## config.mk

```make
export PLATFORM = sky130hd
export DESIGN_NAME = lsu_ctrl_rv32i_flat
export DESIGN_NICKNAME = d
export VERILOG_FILES = /design/src/rtl/lsu_ctrl_rv32i_if.sv /design/src/rtl/lsu_ctrl_rv32i.sv /design/src/flat_wrapper.sv
export SDC_FILE = /design/constraint.sdc
export NUM_CORES = 1
export LEC_CHECK = 0
export ABC_AREA = 1
export ABC_CLOCK_PERIOD_IN_PS = 12800
export BUFFER_PORTS_ARGS = -buffer_cell sky130_fd_sc_hd__buf_2
export CAP_MARGIN = 25
export CORE_MARGIN = 2
export CORE_UTILIZATION = 50
export CTS_CLUSTER_SIZE = 40
export DETAILED_ROUTE_END_ITERATION = 8
export PLACE_DENSITY = 0.75
export SYNTH_ARGS = -nofsm -noshare
export SYNTH_HDL_FRONTEND = slang
export SYNTH_SLANG_ARGS = --single-unit
```

## constraint.sdc

```tcl
create_clock -name clock -period 12.8 [get_ports clock]
set_input_delay 3.2 -clock clock [delete_from_list [all_inputs] [get_ports clock]]
set_output_delay 3.2 -clock clock [all_outputs]
set_load 0.02 [all_outputs]
```

## src/rtl/lsu_ctrl_rv32i_if.sv

```systemverilog
`default_nettype none
// ============================================================================
// Module      : lsu_ctrl_rv32i_if
// Description : Core request/response and data-memory req/ack bundle for the
//               RV32I load/store controller.
// Revision    : 1.0 - initial release
// ============================================================================
interface lsu_ctrl_rv32i_if #(
    parameter int ADDR_W = 32
);
    logic              req_valid;
    logic              req_we;
    logic [2:0]        req_type;
    logic [ADDR_W-1:0] req_addr;
    logic [31:0]       req_wdata;
    logic              req_ready;
    logic              stall;
    logic              resp_valid;
    logic [31:0]       resp_rdata;
    logic              resp_err;
    logic              mem_req;
    logic              mem_we;
    logic [ADDR_W-1:0] mem_addr;
    logic [3:0]        mem_be;
    logic [31:0]       mem_wdata;
    logic              mem_ack;
    logic [31:0]       mem_rdata;

    modport slave (
        input  req_valid, req_we, req_type, req_addr, req_wdata, mem_ack, mem_rdata,
        output req_ready, stall, resp_valid, resp_rdata, resp_err,
               mem_req, mem_we, mem_addr, mem_be, mem_wdata
    );

    modport master (
        output req_valid, req_we, req_type, req_addr, req_wdata, mem_ack, mem_rdata,
        input  req_ready, stall, resp_valid, resp_rdata, resp_err,
               mem_req, mem_we, mem_addr, mem_be, mem_wdata
    );
endinterface
`default_nettype wire

```

## src/rtl/lsu_ctrl_rv32i.sv

```systemverilog
`default_nettype none
// ============================================================================
// Module      : lsu_ctrl_rv32i
// Description : Multi-cycle RV32I load/store unit; splits word-crossing
//               accesses into two aligned beats and extends load data.
// Revision    : 1.0 - initial release
// ============================================================================
module lsu_ctrl_rv32i #(
    parameter int ADDR_W   = 32,
    parameter int MAX_WAIT = 255
) (
    input  wire logic            clock,
    input  wire logic            reset,
    lsu_ctrl_rv32i_if.slave      bus
);
    localparam logic [1:0] c_st_idle = 2'd0;
    localparam logic [1:0] c_st_acc1 = 2'd1;
    localparam logic [1:0] c_st_acc2 = 2'd2;
    localparam logic [1:0] c_st_resp = 2'd3;
    localparam logic [7:0] c_wait_last = 8'(MAX_WAIT - 1);

    logic [1:0]        r_state;
    logic [1:0]        w_next;
    logic              r_we;
    logic [2:0]        r_type;
    logic [ADDR_W-1:0] r_addr;
    logic [31:0]       r_wdata;
    logic [31:0]       r_lo;
    logic [31:0]       r_hi;
    logic              r_err;
    logic [7:0]        r_wait;

    logic              w_illegal;
    logic [1:0]        w_off;
    logic [3:0]        w_mask4;
    logic [7:0]        w_m8;
    logic              w_split;
    logic [63:0]       w_d64;
    logic [31:0]       w_word;
    logic [ADDR_W-1:0] w_base;
    logic              w_in_acc;
    logic              w_timeout;

    assign w_illegal = bus.req_we ? (bus.req_type > 3'd2) : (bus.req_type > 3'd4);
    assign w_off     = r_addr[1:0];

    always_comb begin
        case (r_type)
            3'b000, 3'b011: w_mask4 = 4'b0001;
            3'b001, 3'b100: w_mask4 = 4'b0011;
            default:        w_mask4 = 4'b1111;
        endcase
    end

    // Lanes spilling into the upper nibble of the 8-lane mask mean a second beat.
    assign w_m8      = {4'b0000, w_mask4} << w_off;
    assign w_split   = |w_m8[7:4];
    assign w_d64     = {32'h0, r_wdata} << {w_off, 3'b000};
    assign w_word    = 32'({r_hi, r_lo} >> {w_off, 3'b000});
    assign w_base    = {r_addr[ADDR_W-1:2], 2'b00};
    assign w_in_acc  = (r_state == c_st_acc1) || (r_state == c_st_acc2);
    assign w_timeout = w_in_acc && !bus.mem_ack && (r_wait == c_wait_last);

    always_ff @(posedge clock or posedge reset) begin
        if (reset) r_state <= c_st_idle;
        else       r_state <= w_next;
    end

    always_ff @(posedge clock or posedge reset) begin
        if (reset) begin
            r_we    <= 1'b0;
            r_type  <= 3'd0;
            r_addr  <= '0;
            r_wdata <= 32'h0;
            r_lo    <= 32'h0;
            r_hi    <= 32'h0;
            r_err   <= 1'b0;
            r_wait  <= 8'd0;
        end else begin
            if (r_state == c_st_idle && bus.req_valid) begin
                r_we    <= bus.req_we;
                r_type  <= bus.req_type;
                r_addr  <= bus.req_addr;
                r_wdata <= bus.req_wdata;
                r_lo    <= 32'h0;
                r_hi    <= 32'h0;
                r_err   <= w_illegal;
            end
            if (r_state == c_st_acc1 && bus.mem_ack) r_lo <= bus.mem_rdata;
            if (r_state == c_st_acc2 && bus.mem_ack) r_hi <= bus.mem_rdata;
            if (w_timeout) r_err <= 1'b1;
            r_wait <= (w_in_acc && !bus.mem_ack && !w_timeout) ? r_wait + 8'd1 : 8'd0;
        end
    end

    always_comb begin
        w_next = r_state;
        case (r_state)
            c_st_idle: if (bus.req_valid) w_next = w_illegal ? c_st_resp : c_st_acc1;
            c_st_acc1: begin
                if (bus.mem_ack)    w_next = w_split ? c_st_acc2 : c_st_resp;
                else if (w_timeout) w_next = c_st_resp;
            end
            c_st_acc2: if (bus.mem_ack || w_timeout) w_next = c_st_resp;
            default:   w_next = c_st_idle;
        endcase
    end

    // reset gates the IDLE outputs so every output is 0 while reset is held.
    always_comb begin
        bus.req_ready  = 1'b0;
        bus.stall      = 1'b0;
        bus.resp_valid = 1'b0;
        bus.resp_rdata = 32'h0;
        bus.resp_err   = 1'b0;
        bus.mem_req    = 1'b0;
        bus.mem_we     = 1'b0;
        bus.mem_addr   = '0;
        bus.mem_be     = 4'b0000;
        bus.mem_wdata  = 32'h0;
        case (r_state)
            c_st_idle: begin
                bus.req_ready = !reset;
                bus.stall     = bus.req_valid && !reset;
            end
            c_st_acc1: begin
                bus.stall     = 1'b1;
                bus.mem_req   = 1'b1;
                bus.mem_we    = r_we;
                bus.mem_addr  = w_base;
                bus.mem_be    = w_m8[3:0];
                bus.mem_wdata = w_d64[31:0];
            end
            c_st_acc2: begin
                bus.stall     = 1'b1;
                bus.mem_req   = 1'b1;
                bus.mem_we    = r_we;
                bus.mem_addr  = w_base + ADDR_W'(4);
                bus.mem_be    = w_m8[7:4];
                bus.mem_wdata = w_d64[63:32];
            end
            default: begin
                bus.stall      = 1'b1;
                bus.resp_valid = 1'b1;
                bus.resp_err   = r_err;
                if (!r_err && !r_we) begin
                    case (r_type)
                        3'b000:  bus.resp_rdata = {{24{w_word[7]}}, w_word[7:0]};
                        3'b001:  bus.resp_rdata = {{16{w_word[15]}}, w_word[15:0]};
                        3'b011:  bus.resp_rdata = {24'h0, w_word[7:0]};
                        3'b100:  bus.resp_rdata = {16'h0, w_word[15:0]};
                        default: bus.resp_rdata = w_word;
                    endcase
                end
            end
        endcase
    end
endmodule
`default_nettype wire
```

## src/flat_wrapper.sv

```systemverilog
// flat-port wrapper written by rule: the top's interface ports become plain ports
module lsu_ctrl_rv32i_flat 
#(
    parameter int ADDR_W   = 32,
    parameter int MAX_WAIT = 255
)
  (clock, reset, bus_req_valid, bus_req_we, bus_req_type, bus_req_addr, bus_req_wdata, bus_mem_ack, bus_mem_rdata, bus_req_ready, bus_stall, bus_resp_valid, bus_resp_rdata, bus_resp_err, bus_mem_req, bus_mem_we, bus_mem_addr, bus_mem_be, bus_mem_wdata);
  lsu_ctrl_rv32i_if #(.ADDR_W(ADDR_W)) bus_i ();
  input  wire logic clock;
  input  wire logic reset;
  input wire logic [$bits(bus_i.req_valid)-1:0] bus_req_valid;
  input wire logic [$bits(bus_i.req_we)-1:0] bus_req_we;
  input wire logic [$bits(bus_i.req_type)-1:0] bus_req_type;
  input wire logic [$bits(bus_i.req_addr)-1:0] bus_req_addr;
  input wire logic [$bits(bus_i.req_wdata)-1:0] bus_req_wdata;
  input wire logic [$bits(bus_i.mem_ack)-1:0] bus_mem_ack;
  input wire logic [$bits(bus_i.mem_rdata)-1:0] bus_mem_rdata;
  output wire logic [$bits(bus_i.req_ready)-1:0] bus_req_ready;
  output wire logic [$bits(bus_i.stall)-1:0] bus_stall;
  output wire logic [$bits(bus_i.resp_valid)-1:0] bus_resp_valid;
  output wire logic [$bits(bus_i.resp_rdata)-1:0] bus_resp_rdata;
  output wire logic [$bits(bus_i.resp_err)-1:0] bus_resp_err;
  output wire logic [$bits(bus_i.mem_req)-1:0] bus_mem_req;
  output wire logic [$bits(bus_i.mem_we)-1:0] bus_mem_we;
  output wire logic [$bits(bus_i.mem_addr)-1:0] bus_mem_addr;
  output wire logic [$bits(bus_i.mem_be)-1:0] bus_mem_be;
  output wire logic [$bits(bus_i.mem_wdata)-1:0] bus_mem_wdata;
  assign bus_i.req_valid = bus_req_valid;
  assign bus_i.req_we = bus_req_we;
  assign bus_i.req_type = bus_req_type;
  assign bus_i.req_addr = bus_req_addr;
  assign bus_i.req_wdata = bus_req_wdata;
  assign bus_i.mem_ack = bus_mem_ack;
  assign bus_i.mem_rdata = bus_mem_rdata;
  assign bus_req_ready = bus_i.req_ready;
  assign bus_stall = bus_i.stall;
  assign bus_resp_valid = bus_i.resp_valid;
  assign bus_resp_rdata = bus_i.resp_rdata;
  assign bus_resp_err = bus_i.resp_err;
  assign bus_mem_req = bus_i.mem_req;
  assign bus_mem_we = bus_i.mem_we;
  assign bus_mem_addr = bus_i.mem_addr;
  assign bus_mem_be = bus_i.mem_be;
  assign bus_mem_wdata = bus_i.mem_wdata;
  lsu_ctrl_rv32i #(.ADDR_W(ADDR_W), .MAX_WAIT(MAX_WAIT)) u_core (.clock(clock), .reset(reset), .bus(bus_i));
endmodule
```

==> summary.md <==
| Metric | Value |
|---|---|
| Clock insertion delay at the later pin of the skew report | 420 ps |
| Largest net degree at the start of global routing | 111 |
| Initial antenna violation count | 1 |
| GRT Total Usage | 0.288 |
| Worst Path Required | 9600 ps |
| Power Density | 278 mW/mm² |
| Mapped Cells | 1190 |
| Die width | 135 µm |
| Avg Inst Size Synth | 7.26 µm² |
| WL final | 26.5 mm |
| Buf+Inv Stages, Crit Path | 3 |
| Buffer count from post-CTS setup fixing | 0 |
| Fin Clk Skew | 5.75 ps |
| Count of input and output buffers | 207 |
| Gr ovfl total | 0 |
| Worst VDD drop | 0.142 mV |
| Slew margin rel. | 0.332 |
| Vias per inst | 5.59 |
| Total die area | 0.0184 mm² |
| Placer Congestion | 0.892 |
| Top cell type's share of synthesized area | 0.391 |
| Row cnt | 48 |
| Area Growth Syn to Fin | 19.4% |
| Hold Violations, Final | 0 |
| Cts hold-fix bufs | 0 |
| HP Class | flop to flop |
| Status | complete, no violations |
| TritonRoute pass-1 iters | 5 |
| Ranking of synthesized cells by area | dfrtp_1, nand2_1, a21oi_1 |
| Endpoint class of the critical path | primary output |
| First-pass GRT wire length | 41.5 mm |
| Flops & latches, synth | 135 |
| Num ports | 210 |
| Sequential share of the synthesized area | 0.391 |
| Wirelength per Cell | 16.6 µm |
| Crit Path Class | input pin to primary output |
| Clk slew on worst S/H paths | 50 ps |
| Share of layout cells above drive strength 1 | 0.236 |
| RSZ-0062 raised after global routing | no |
| Maxcap violations | 0 |
| Top Family by Delay on Critical Path | buffers and inverters |
| Pwr Total | 2.87 mW |
| Multi-input gate area | 0.00436 mm² |
| H-Tree Depth | 4 |
| # clock sinks | 135 |
| Layout Nets | 1471 |
| Initial DRC count | 681 |
| # resized after CTS | 0 |
| Fin cells | 1598 |
| Post-DP HPWL | 17.6 mm |
| Core area | 0.0171 mm² |
| Register area | 0.00338 mm² |
| Die extent in y | 135 µm |
| Area after DPL | 0.00963 mm² |
| Final period utilization | 0.539 |
| TritonCTS clock tree | done |
| Final non-filler cell area | 0.0103 mm² |
| Most common cell after layout, fill and taps aside | nand2_1 |
| CP max FO | 3 |
| Clk root buf | clkbuf_16 |
| CP startpoint kind | input pin |
| Critical path cell sequence | buf_2 > inv_1 > o21ai_0 > buf_2 |
| Final min period | 6900 ps |
| Via count | 8940 |
| Setup violators final | 0 |
| Max Fclk | 0.145 GHz |
| Netlist cell types | 46 |
| Drc violations | 0 |
| CP dominant cell by count | buf_2 |
| Worst slew pin tran | 1000 ps |
| Antenna Nets Post-Route | 0 |
| Post-Syn Area | 0.00864 mm² |
| Most frequent cells in the layout | nand2_1, buf_2, dfrtp_1, inv_1, a21oi_1 |
| Area leader, netlist | dfrtp_1 |
| Crit-path slowest cell | buf_2 |
| CTS Buf Count | 17 |
| Pleak | 5.31 nW |
| Placed insts | 1563 |
| TNS Setup | 0 ps |
| Vias in the first global route | 8181 |
| CP peak stage delay | 180 ps |
| Initial Utilization | 0.505 |
| Slew Limit Fails | 0 |
| Fill count | 1614 |
| Buffers from clock root to sink, at most | 2 |
| Yosys warnings | 0 |
| Arrival @ worst endpoint | 3700 ps |
-- where the power goes --
| group | leakage [nW] | switching [mW] | internal, mW |
|---|---|---|---|
| logic | 3.36 | 1.07 | 0.494 |
| registers | 1.66 | 0.160 | 0.613 |
| clock network | 0.293 | 0.185 | 0.341 |
-- routing by layer --
| metal | vias to the layer above | global-route usage | wire length [µm] |
|---|---|---|---|
| met5 | - | 0 | 0 |
| met4 | 0 | 0.0955 | 671 |
| met3 | 46 | 0.0688 | 2280 |
| met2 | 423 | 0.468 | 12700 |
| met1 | 4190 | 0.381 | 10900 |
| li1 | 4281 | - | - |
-- flip-flops by register name (all words and copies together) (netlist names) --
register        count
u_core.r_addr      32
u_core.r_err        1
u_core.r_hi        24
u_core.r_wdata     32
u_core.r_type       3
u_core.r_we         1
u_core.r_lo        32
u_core.r_wait       8
u_core.r_state      2
-- synth_stat cells (all sizes together) --
master	n
clkinv	2
clkbuf	21
o211ai	7
a31oi	8
and2	2
nor2	121
xnor2	1
o21ai	104
dfrtp	135
nand4	10
a221oi	1
a21oi	107
o22ai	34
a32o	9
a32oi	1
xor2	1
buf	47
nand2	302
a22oi	1
ha	7
a21o	2
nand3	75
o221ai	1
nor3b	2
mux2	37
a211oi	14
nor3	5
conb	1
inv	132
-- metrics by stage --
stage	hold slack (ps)	util	worst slack, ps
4_1_cts	485	0.599	5900
2_1_floorplan	455	-	5890
6_report	501	0.603	5900
5_1_grt	536	0.603	5860
3_5_place_dp	478	0.563	5900
3_3_place_gp	475	0.563	5930
-- cell families after synthesis --
group	after synthesis	share of synthesized area
AND/OR/NAND/NOR	517	0.254
XOR/XNOR	2	0.00203
AO/OA/AOI/OAI	289	0.189
adder cells (fa/ha/maj)	7	0.0101
flip-flops	135	0.391
multiplexers	37	0.0482
buffers and inverters	202	0.105
other	1	0.000434
-- path summary, 6_finish.rpt --
path / from / to / slack [ps] / depth (start not counted)
worst max-delay path: bus_req_valid / bus_stall / 5900 / 4
worst min-delay path: u_core.r_wait[0] / u_core.r_wait[0] / 500 / 1
worst max register to register: u_core.r_state[0] / u_core.r_lo[31] / 9430 / 6
worst min register to register: u_core.r_wait[0] / u_core.r_wait[0] / 500 / 1
max in group asynchronous: reset / u_core.r_addr[0] / 8970 / 4
min in group asynchronous: reset / u_core.r_addr[19] / 2860 / 2
-- cell type report --
cell class                 instances  area share
multi-input combinational        854       0.423
sequential                       135       0.328
timing repair buffer             218       0.112
inverter                         134      0.0492
clock buffer                      24      0.0467
tap                              225      0.0273
clock inverter                     7      0.0138
antenna                            1    0.000242
No activity file was read; power rests on OpenSTA's default activity.
